$ cat config.mk
export PLATFORM = sky130hd
export DESIGN_NAME = imm_ext_ctrl_flat
export DESIGN_NICKNAME = d
export VERILOG_FILES = /design/src/rtl/imm_ext_ctrl_if.sv /design/src/rtl/imm_ext_ctrl.sv /design/src/flat_wrapper.sv
export SDC_FILE = /design/constraint.sdc
export NUM_CORES = 1
export LEC_CHECK = 0
export CAP_MARGIN = 20
export CORE_MARGIN = 10
export CORE_UTILIZATION = 55
export DETAILED_ROUTE_END_ITERATION = 12
export GPL_TIMING_DRIVEN = 0
export PLACE_DENSITY = 0.87
export SLEW_MARGIN = 20
export SYNTH_ARGS = -nofsm -noshare
export SYNTH_HDL_FRONTEND = slang
export SYNTH_SLANG_ARGS = --single-unit
export TNS_END_PERCENT = 50
$ cat constraint.sdc
create_clock -name clk -period 4.85 [get_ports clk]
set_input_delay 1.2125 -clock clk [delete_from_list [all_inputs] [get_ports clk]]
set_output_delay 1.2125 -clock clk [all_outputs]
set_load 0.1 [all_outputs]
$ cat src/rtl/imm_ext_ctrl_if.sv
// Handshake bundle between the decode stage, the immediate-extension buffer
// and the EX stage. The master side feeds instructions and consumes results;
// the slave side is the imm_ext_ctrl block itself.
interface imm_ext_ctrl_if;
    logic        in_valid;
    logic [31:0] in_instr;
    logic        in_ready;
    logic        flush;
    logic        out_valid;
    logic        out_ready;
    logic [31:0] out_imm;
    logic [2:0]  out_mode;
    logic        out_illegal;

    modport master (
        output in_valid,
        output in_instr,
        input  in_ready,
        output flush,
        input  out_valid,
        output out_ready,
        input  out_imm,
        input  out_mode,
        input  out_illegal
    );

    modport slave (
        input  in_valid,
        input  in_instr,
        output in_ready,
        input  flush,
        output out_valid,
        input  out_ready,
        output out_imm,
        output out_mode,
        output out_illegal
    );
endinterface

$ cat src/rtl/imm_ext_ctrl.sv
// Immediate-extension controller: decodes the immediate field of a MIPS
// instruction and holds the result in a 2-entry in-order buffer between the
// decode and EX stages. Outputs come straight from the head registers, which
// are kept at zero whenever the buffer is empty.
module imm_ext_ctrl #(
    parameter int DEPTH = 2
) (
    input  logic         clk,
    input  logic         reset,
    imm_ext_ctrl_if.slave bus
);

    // Only a two-deep buffer is implemented; any other depth is a build error.
    if (DEPTH != 2) begin : g_depth_check
        $error("imm_ext_ctrl supports DEPTH == 2 only");
    end

    localparam logic [2:0] MODE_NONE   = 3'd0;
    localparam logic [2:0] MODE_SIGN   = 3'd1;
    localparam logic [2:0] MODE_ZERO   = 3'd2;
    localparam logic [2:0] MODE_LUI    = 3'd3;
    localparam logic [2:0] MODE_SHAMT  = 3'd4;
    localparam logic [2:0] MODE_BRANCH = 3'd5;
    localparam logic [2:0] MODE_JUMP   = 3'd6;

    typedef enum logic [1:0] {
        EMPTY = 2'd0,
        ONE   = 2'd1,
        FULL  = 2'd2
    } state_t;

    state_t      state;

    logic [31:0] head_imm;
    logic [2:0]  head_mode;
    logic        head_illegal;
    logic [31:0] tail_imm;
    logic [2:0]  tail_mode;
    logic        tail_illegal;

    logic [31:0] dec_imm;
    logic [2:0]  dec_mode;
    logic        dec_illegal;

    logic        accept;
    logic        pop;

    logic [5:0]  opcode;
    logic [5:0]  funct;

    assign opcode = bus.in_instr[31:26];
    assign funct  = bus.in_instr[5:0];

    // Handshake flags depend only on registered state, so there is no
    // combinational path from out_ready to in_ready or from in_valid to pop.
    assign bus.in_ready  = (state != FULL);
    assign bus.out_valid = (state != EMPTY);
    assign accept        = bus.in_valid && (state != FULL);
    assign pop           = (state != EMPTY) && bus.out_ready;

    assign bus.out_imm     = head_imm;
    assign bus.out_mode    = head_mode;
    assign bus.out_illegal = head_illegal;

    // Purely combinational decode of the incoming instruction word.
    always_comb begin
        dec_imm     = 32'd0;
        dec_mode    = MODE_NONE;
        dec_illegal = 1'b0;
        case (opcode)
            6'b000000: begin
                if (funct == 6'b000000 || funct == 6'b000010 || funct == 6'b000011) begin
                    dec_mode = MODE_SHAMT;
                    dec_imm  = {27'd0, bus.in_instr[10:6]};
                end
            end
            6'b001000, 6'b001001, 6'b001010, 6'b001011, 6'b100011, 6'b101011: begin
                dec_mode = MODE_SIGN;
                dec_imm  = {{16{bus.in_instr[15]}}, bus.in_instr[15:0]};
            end
            6'b001100, 6'b001101, 6'b001110: begin
                dec_mode = MODE_ZERO;
                dec_imm  = {16'd0, bus.in_instr[15:0]};
            end
            6'b001111: begin
                dec_mode = MODE_LUI;
                dec_imm  = {bus.in_instr[15:0], 16'd0};
            end
            6'b000100, 6'b000101: begin
                dec_mode = MODE_BRANCH;
                dec_imm  = {{14{bus.in_instr[15]}}, bus.in_instr[15:0], 2'b00};
            end
            6'b000010, 6'b000011: begin
                dec_mode = MODE_JUMP;
                dec_imm  = {4'd0, bus.in_instr[25:0], 2'b00};
            end
            default: begin
                dec_illegal = 1'b1;
            end
        endcase
    end

    // Buffer FSM: reset beats flush, flush beats any accept or pop, and
    // vacated slots are zeroed so empty outputs read as zero.
    always_ff @(posedge clk) begin
        if (reset || bus.flush) begin
            state        <= EMPTY;
            head_imm     <= 32'd0;
            head_mode    <= MODE_NONE;
            head_illegal <= 1'b0;
            tail_imm     <= 32'd0;
            tail_mode    <= MODE_NONE;
            tail_illegal <= 1'b0;
        end else begin
            case (state)
                EMPTY: begin
                    if (accept) begin
                        state        <= ONE;
                        head_imm     <= dec_imm;
                        head_mode    <= dec_mode;
                        head_illegal <= dec_illegal;
                    end
                end
                ONE: begin
                    if (accept && pop) begin
                        head_imm     <= dec_imm;
                        head_mode    <= dec_mode;
                        head_illegal <= dec_illegal;
                    end else if (pop) begin
                        state        <= EMPTY;
                        head_imm     <= 32'd0;
                        head_mode    <= MODE_NONE;
                        head_illegal <= 1'b0;
                    end else if (accept) begin
                        state        <= FULL;
                        tail_imm     <= dec_imm;
                        tail_mode    <= dec_mode;
                        tail_illegal <= dec_illegal;
                    end
                end
                FULL: begin
                    if (pop) begin
                        state        <= ONE;
                        head_imm     <= tail_imm;
                        head_mode    <= tail_mode;
                        head_illegal <= tail_illegal;
                        tail_imm     <= 32'd0;
                        tail_mode    <= MODE_NONE;
                        tail_illegal <= 1'b0;
                    end
                end
                default: begin
                    state <= EMPTY;
                end
            endcase
        end
    end

endmodule

$ cat src/flat_wrapper.sv
// flat-port wrapper written by rule: the top's interface ports become plain ports
module imm_ext_ctrl_flat 
#(
    parameter int DEPTH = 2
)
  (clk, reset, bus_in_valid, bus_in_instr, bus_in_ready, bus_flush, bus_out_valid, bus_out_ready, bus_out_imm, bus_out_mode, bus_out_illegal);
  imm_ext_ctrl_if bus_i ();
  input  logic clk;
  input  logic reset;
  input wire logic [$bits(bus_i.in_valid)-1:0] bus_in_valid;
  input wire logic [$bits(bus_i.in_instr)-1:0] bus_in_instr;
  output wire logic [$bits(bus_i.in_ready)-1:0] bus_in_ready;
  input wire logic [$bits(bus_i.flush)-1:0] bus_flush;
  output wire logic [$bits(bus_i.out_valid)-1:0] bus_out_valid;
  input wire logic [$bits(bus_i.out_ready)-1:0] bus_out_ready;
  output wire logic [$bits(bus_i.out_imm)-1:0] bus_out_imm;
  output wire logic [$bits(bus_i.out_mode)-1:0] bus_out_mode;
  output wire logic [$bits(bus_i.out_illegal)-1:0] bus_out_illegal;
  assign bus_i.in_valid = bus_in_valid;
  assign bus_i.in_instr = bus_in_instr;
  assign bus_in_ready = bus_i.in_ready;
  assign bus_i.flush = bus_flush;
  assign bus_out_valid = bus_i.out_valid;
  assign bus_i.out_ready = bus_out_ready;
  assign bus_out_imm = bus_i.out_imm;
  assign bus_out_mode = bus_i.out_mode;
  assign bus_out_illegal = bus_i.out_illegal;
  imm_ext_ctrl #(.DEPTH(DEPTH)) u_core (.clk(clk), .reset(reset), .bus(bus_i));
endmodule
==> results of run 1 <==
worst max-delay path, cell delays in order (launching register included):
cell and delay [ps]:
dfxtp_1 400, inv_1 90, ha_1 290, inv_1 110, clkdlybuf4s50_1 1150
layout make-up:
type | instances | area, um^2 | share of cell area
well taps | 77 | 96.3 | 0.0210
repair buffers | 72 | 721 | 0.157
clock inverters | 4 | 73.8 | 0.0161
inverters | 7 | 26.3 | 0.00573
flip-flops and latches | 74 | 1480 | 0.323
clock buffers | 12 | 155 | 0.0338
multi-input cells | 264 | 1870 | 0.407
plain buffers | 35 | 169 | 0.0368
registers in the layout, summed over array words and instances (netlist names):
name	cells
u_core.bus.out_imm	32
u_core.tail_mode	3
u_core.bus.out_mode	3
u_core.tail_illegal	1
u_core.tail_imm	32
u_core.state	2
u_core.bus.out_illegal	1
layer usage:
metal | part of all wire | up-vias
li1 | - | 1627
met1 | 0.40 | 1711
met2 | 0.48 | 203
met3 | 0.095 | 35
met4 | 0.032 | 0
met5 | 0 | -
power by group through the flow:
stage          logic (mW)  registers, mW  clock network [mW]
4_1_cts             0.433          0.643               0.550
3_3_place_gp        0.423          0.655                   0
2_1_floorplan       0.157          0.797                   0
6_report            0.438          0.643               0.554
5_1_grt             0.460          0.646               0.575
3_5_place_dp        0.431          0.657                   0
worst max-delay path by stage:
stage	start	to	slack, ps	cells past startpoint
after floorplan	bus_in_instr[27]	u_core.bus.out_imm[12]	2290	7
after global placement	bus_in_instr[26]	u_core.bus.out_imm[16]	1520	7
after detailed placement	bus_in_instr[26]	u_core.bus.out_imm[24]	1440	7
after CTS	u_core.state[0]	bus_in_ready	1220	4
after global routing	u_core.state[0]	bus_in_ready	1160	4
final	u_core.state[0]	bus_in_ready	1240	4
kinds of logic after synthesis:
logic type | after synthesis | share of synthesized area
AO/OA/AOI/OAI | 186 | 0.397
multiplexers | 1 | 0.00282
adder cells (fa/ha/maj) | 5 | 0.0177
buffers and inverters | 42 | 0.0551
flip-flops | 74 | 0.418
AND/OR/NAND/NOR | 72 | 0.109
per-stage QoR:
stage,area [um^2],worst slack (ps)
after floorplan,3540,2290
after global placement,4360,1520
after detailed placement,4360,1440
after CTS,4590,1220
after global routing,4590,1160
final,4590,1240
layout by cell type, fill, tap and decap left out, types with 5 or more instances in the layout:
| cell type | instances |
|---|---|
| a21oi_1 | 35 |
| a221oi_1 | 13 |
| a22o_1 | 19 |
| a22oi_1 | 16 |
| a32o_1 | 10 |
| buf_2 | 12 |
| clkbuf_1 | 20 |
| clkbuf_8 | 11 |
| clkdlybuf4s50_1 | 72 |
| dfxtp_1 | 74 |
| ha_1 | 5 |
| inv_1 | 7 |
| nand2b_1 | 6 |
| nor2_1 | 34 |
| o21ai_0 | 36 |
| o2bb2ai_1 | 17 |
| o2bb2ai_2 | 6 |
==> flow_metrics.tcl, run 1 <==
set metrics [dict create \
    use_met1 0.261 \
    dp_cells 529 \
    design.core.area_um2 6310 \
    grt_util_met3 0.0453 \
    antenna_found_initial 0 \
    io_buffers 72 \
    setup-tns-final_ps 0 \
    rsz0062_at_grt "false" \
    setup_viol 0 \
    vdd_drop_max_v 0.000278 \
    ys.warnings.count 0 \
    critPathRequiredTime_ps 3640 \
    ys_top_cells_by_area "dfxtp_1 42%, o21ai_0 5.1%, a21oi_1 4.9%" \
    pwr-share-comb 0.268 \
    vias_per_cell 6.56 \
    slew_headroom 0.331 \
    hp-class "reg -> reg" \
    power.switching_mw 0.561 \
    hp-start "u_core.tail_imm[29]" \
    fmax_mhz 277 \
    slew_viol_final 0 \
    clk_latency_ps 350 \
    arrival_ps 2400 \
    num_io_pins 75 \
    root_buffer "clkbuf_8" \
    synth.avg_cell_area_um2 9.32 \
    crit_type "reg -> out" \
    wirelength_um 11500 \
    share_seq_of_total_power 0.393 \
    synth_edf_count 0 \
    crit_fanout 7 \
    swShare 0.343 \
    synth_common_cells "74 x dfxtp_1, 36 x o21ai_0, 35 x a21oi_1, 34 x nor2_1" \
    holdWs_ps 473 \
    cts_made_buffers 9 \
    start_util 0.561 \
    grt_pass1_wl_um 17600 \
    drtIter0Drc 388 \
    period_needed_ps 3610 \
    power_mw 1.64 \
    grt_usage 0.216 \
    power_frac_clock 0.339 \
    power_density_nw_per_um2 356 \
    die-area_um2 10100 \
    vias 3576 \
    grt_max_degree 13 \
    grt_pass1_vias 3484 \
    p_leak_nw 1.65 \
    r2r_setup_slack_ps 2340 \
    netlist_instances 380 \
    rr_startpoint "u_core.state[0]" \
    ys_ff_latch 74 \
    drive_gt1_frac 0.113 \
    cts.sinks 74 \
    grtUsageMet2 0.358 \
    rr_worst_depth 7 \
    cts_setup_buffers 0 \
    cts_hold_buf 0 \
    drc 0 \
    r2r-end "u_core.bus.out_imm[24]" \
    outcome "complete, no violations" \
    htree_levels 3 \
    cts.repair.resized 0 \
    postLayoutCoreUtil 0.727 \
    cap_violations 0 \
    num_rows 29 \
    synth_flop_cell "dfxtp_1" \
    fin_nets 505 \
    dpl.hpwl_um 8530 \
    syn2layout_area_growth_pct 29.5 \
    ys_seq_area_frac 0.418 \
    fillCellCount 491 \
    die_height_um 100 \
    tightest_slew_ps 1000 \
    overflow 0 \
    start_kind "flop" \
    syn_nets 422 \
    cts_buffer_depth 2 \
    synth_area_leader_cell "dfxtp_1" \
    clock-skew-final_ps 10.9 \
    ant_nets 0 \
    synth_top_cell_area_share 0.418 \
    min_path_cells 1 \
    internal_power_mw 1.07 \
    min_to "u_core.tail_imm[29]" \
    synth.most_common_cell "dfxtp_1" \
    cp-end-kind "output pin" \
    firstDrtPassIters 5 \
    finalHoldViolations 0 \
    yosysUniqueCellTypes 54 \
    final_cell_count_no_fill 545 \
    cts.clk_slew.worst_paths_ps 80 \
    finalWeightedCongestion 0.954 \
    cts_tree "built" \
    diodes 0 \
    async_flop_share 0 \
    syn-cell-area_um2 3540 \
    die_x_um 100 \
    fin_crit_sh 0.745 \
    busiest_layer "met2" \
    routedWlPerCell_um 21.0 \
]
Power figures use the tool's default switching activity.
==> run 2, diff against run 1 <==
--- a/config.mk
+++ b/config.mk
@@ -7,10 +7,10 @@
 export LEC_CHECK = 0
 export CAP_MARGIN = 20
 export CORE_MARGIN = 10
-export CORE_UTILIZATION = 55
+export CORE_UTILIZATION = 46
 export DETAILED_ROUTE_END_ITERATION = 12
 export GPL_TIMING_DRIVEN = 0
-export PLACE_DENSITY = 0.87
+export PLACE_DENSITY = 0.78
 export SLEW_MARGIN = 20
 export SYNTH_ARGS = -nofsm -noshare
 export SYNTH_HDL_FRONTEND = slang
==> constraint.sdc (replaced) <==
create_clock -name clk -period 3.1 [get_ports clk]
set_input_delay 0.775 -clock clk [delete_from_list [all_inputs] [get_ports clk]]
set_output_delay 0.775 -clock clk [all_outputs]
set_load 0.1 [all_outputs]
==> flow_metrics.tcl, run 2 (synthesis results as in run 1) <==
set metrics [dict create \
    min_path_cells 1 \
    critPathMaxStageDelay_ps 860 \
    cts_hold_buf 0 \
    arrival_ps 2100 \
    share_seq_of_total_power 0.411 \
    postLayoutCoreUtil 0.622 \
    diodes 0 \
    crit_type "reg -> out" \
    crit_slowest_cell "dlygate4sd2_1" \
    syn2layout_area_growth_pct 29.3 \
    cts.sinks 74 \
    power.switching_mw 0.873 \
    p_leak_nw 1.64 \
    design.core.area_um2 7370 \
    tightest_slew_ps 1000 \
    setup_viol 0 \
    drc 0 \
    ant_nets 0 \
    finalHoldViolations 0 \
    power_density_nw_per_um2 534 \
    start_util 0.481 \
    fin_crit_sh 0.927 \
    fillCellCount 664 \
    num_io_pins 75 \
    finalWeightedCongestion 0.895 \
    vias 3460 \
    clock-skew-final_ps 12.5 \
    m1WireLength_um 4740 \
    dpl.hpwl_um 8400 \
    outcome "complete, no violations" \
    clk_latency_ps 360 \
    vdd_drop_max_v 0.000295 \
    met2_length_um 5430 \
    htree_levels 3 \
    slew_viol_final 0 \
    setup-tns-final_ps 0 \
    critPathRequiredTime_ps 2320 \
    pwr-share-comb 0.277 \
    swShare 0.357 \
    power_frac_clock 0.312 \
    fmax_mhz 348 \
    cts_made_buffers 9 \
    start_kind "flop" \
    period_needed_ps 2870 \
    rsz0062_at_grt "false" \
    cp-end-kind "output pin" \
    final_cell_mix "74 x dfxtp_1, 70 x clkdlybuf4s50_1, 36 x o21ai_0, 35 x a21oi_1, 34 x nor2_1" \
    die_height_um 108 \
    fin_nets 505 \
    grt_max_degree 13 \
    slew_headroom 0.329 \
    die_x_um 108 \
    internal_power_mw 1.57 \
    grt_pass1_wl_um 17600 \
    rr_worst_depth 7 \
    root_buffer "clkbuf_8" \
    wl_met3_um 737 \
    overflow 0 \
    drive_gt1_frac 0.113 \
    cts_buffer_depth 2 \
    grt_usage 0.189 \
    hp-class "reg -> reg" \
    wirelength_um 11100 \
    cp_common_cell "inv_1" \
    drtIter0Drc 319 \
    die-area_um2 11600 \
    vias_per_cell 6.10 \
    cap_violations 0 \
    cts_tree "built" \
    mostFrequentLayoutCell "dfxtp_1" \
    antenna_found_initial 0 \
    path_cells "inv_1 > ha_1 > inv_1 > dlygate4sd2_1" \
    cts.clk_slew.worst_paths_ps 80 \
    crit_fanout 7 \
    grt_pass1_vias 3320 \
    io_buffers 72 \
    firstDrtPassIters 5 \
    highest_layer "met4" \
    num_rows 31 \
    routedWlPerCell_um 19.7 \
]
-- run 2: cell count changes in the layout (fill, tap and decap cells not counted) --
cell	previous run	this run
clkinv_2	1	3
dlygate4sd2_1	0	2
bufinv_16	2	1
clkbuf_8	11	10
clkdlybuf4s50_1	72	70
-- run 2: layout make-up --
class	count	area, um^2	area share
Clock buffer	11	141	0.0309
Timing Repair Buffer	72	718	0.157
Multi-Input combinational cell	264	1870	0.408
Tap cell	99	124	0.0270
Buffer	35	169	0.0369
Inverter	7	26.3	0.00574
Sequential cell	74	1480	0.323
Clock inverter	5	53.8	0.0117
-- run 2: stage by stage --
step	instances	hold WS [ps]	power (mW)	area, um^2	worst slack (ps)
finish	567	470	2.45	4580	227
global route	567	484	2.53	4580	134
CTS	567	469	2.45	4580	214
detailed placement	551	446	1.70	4390	95.2
global placement	551	445	1.69	4390	115
floorplan	380	433	1.49	3540	701
-- run 2: power groups by stage --
stage	logic [mW]	clock network (mW)	registers, mW
final	0.677	0.764	1.00
after detailed placement	0.673	0	1.03
after global placement	0.667	0	1.03
after CTS	0.674	0.769	1.01
after global routing	0.716	0.804	1.01
after floorplan	0.245	0	1.25
-- run 2: routing by layer --
layer | GRT usage | vias up
met5 | 0 | -
met4 | 0.0687 | 0
met3 | 0.0389 | 19
met2 | 0.311 | 136
met1 | 0.238 | 1666
li1 | - | 1639
-- run 2: worst max-delay path: cells and delay by family (launching register included) --
family,cells,cell delay [ps]
fa+ha+maj,1,280
flops,1,410
buf+inv,3,1040
-- run 2: path summary, 6_finish.rpt --
check / slack, ps / end / from
setup / recovery: 230 / bus_in_ready / u_core.state[0]
hold reg to reg: 470 / u_core.tail_imm[5] / u_core.tail_imm[5]
hold / removal: 470 / u_core.tail_imm[5] / u_core.tail_imm[5]
setup reg to reg: 650 / u_core.bus.out_imm[25] / u_core.state[0]
-- run 2: repair_timing --
action                                  in CTS  in global routing
buffers inserted                             0                  0
resized for setup                            2                  0
endpoints found under the setup margin       2                  0
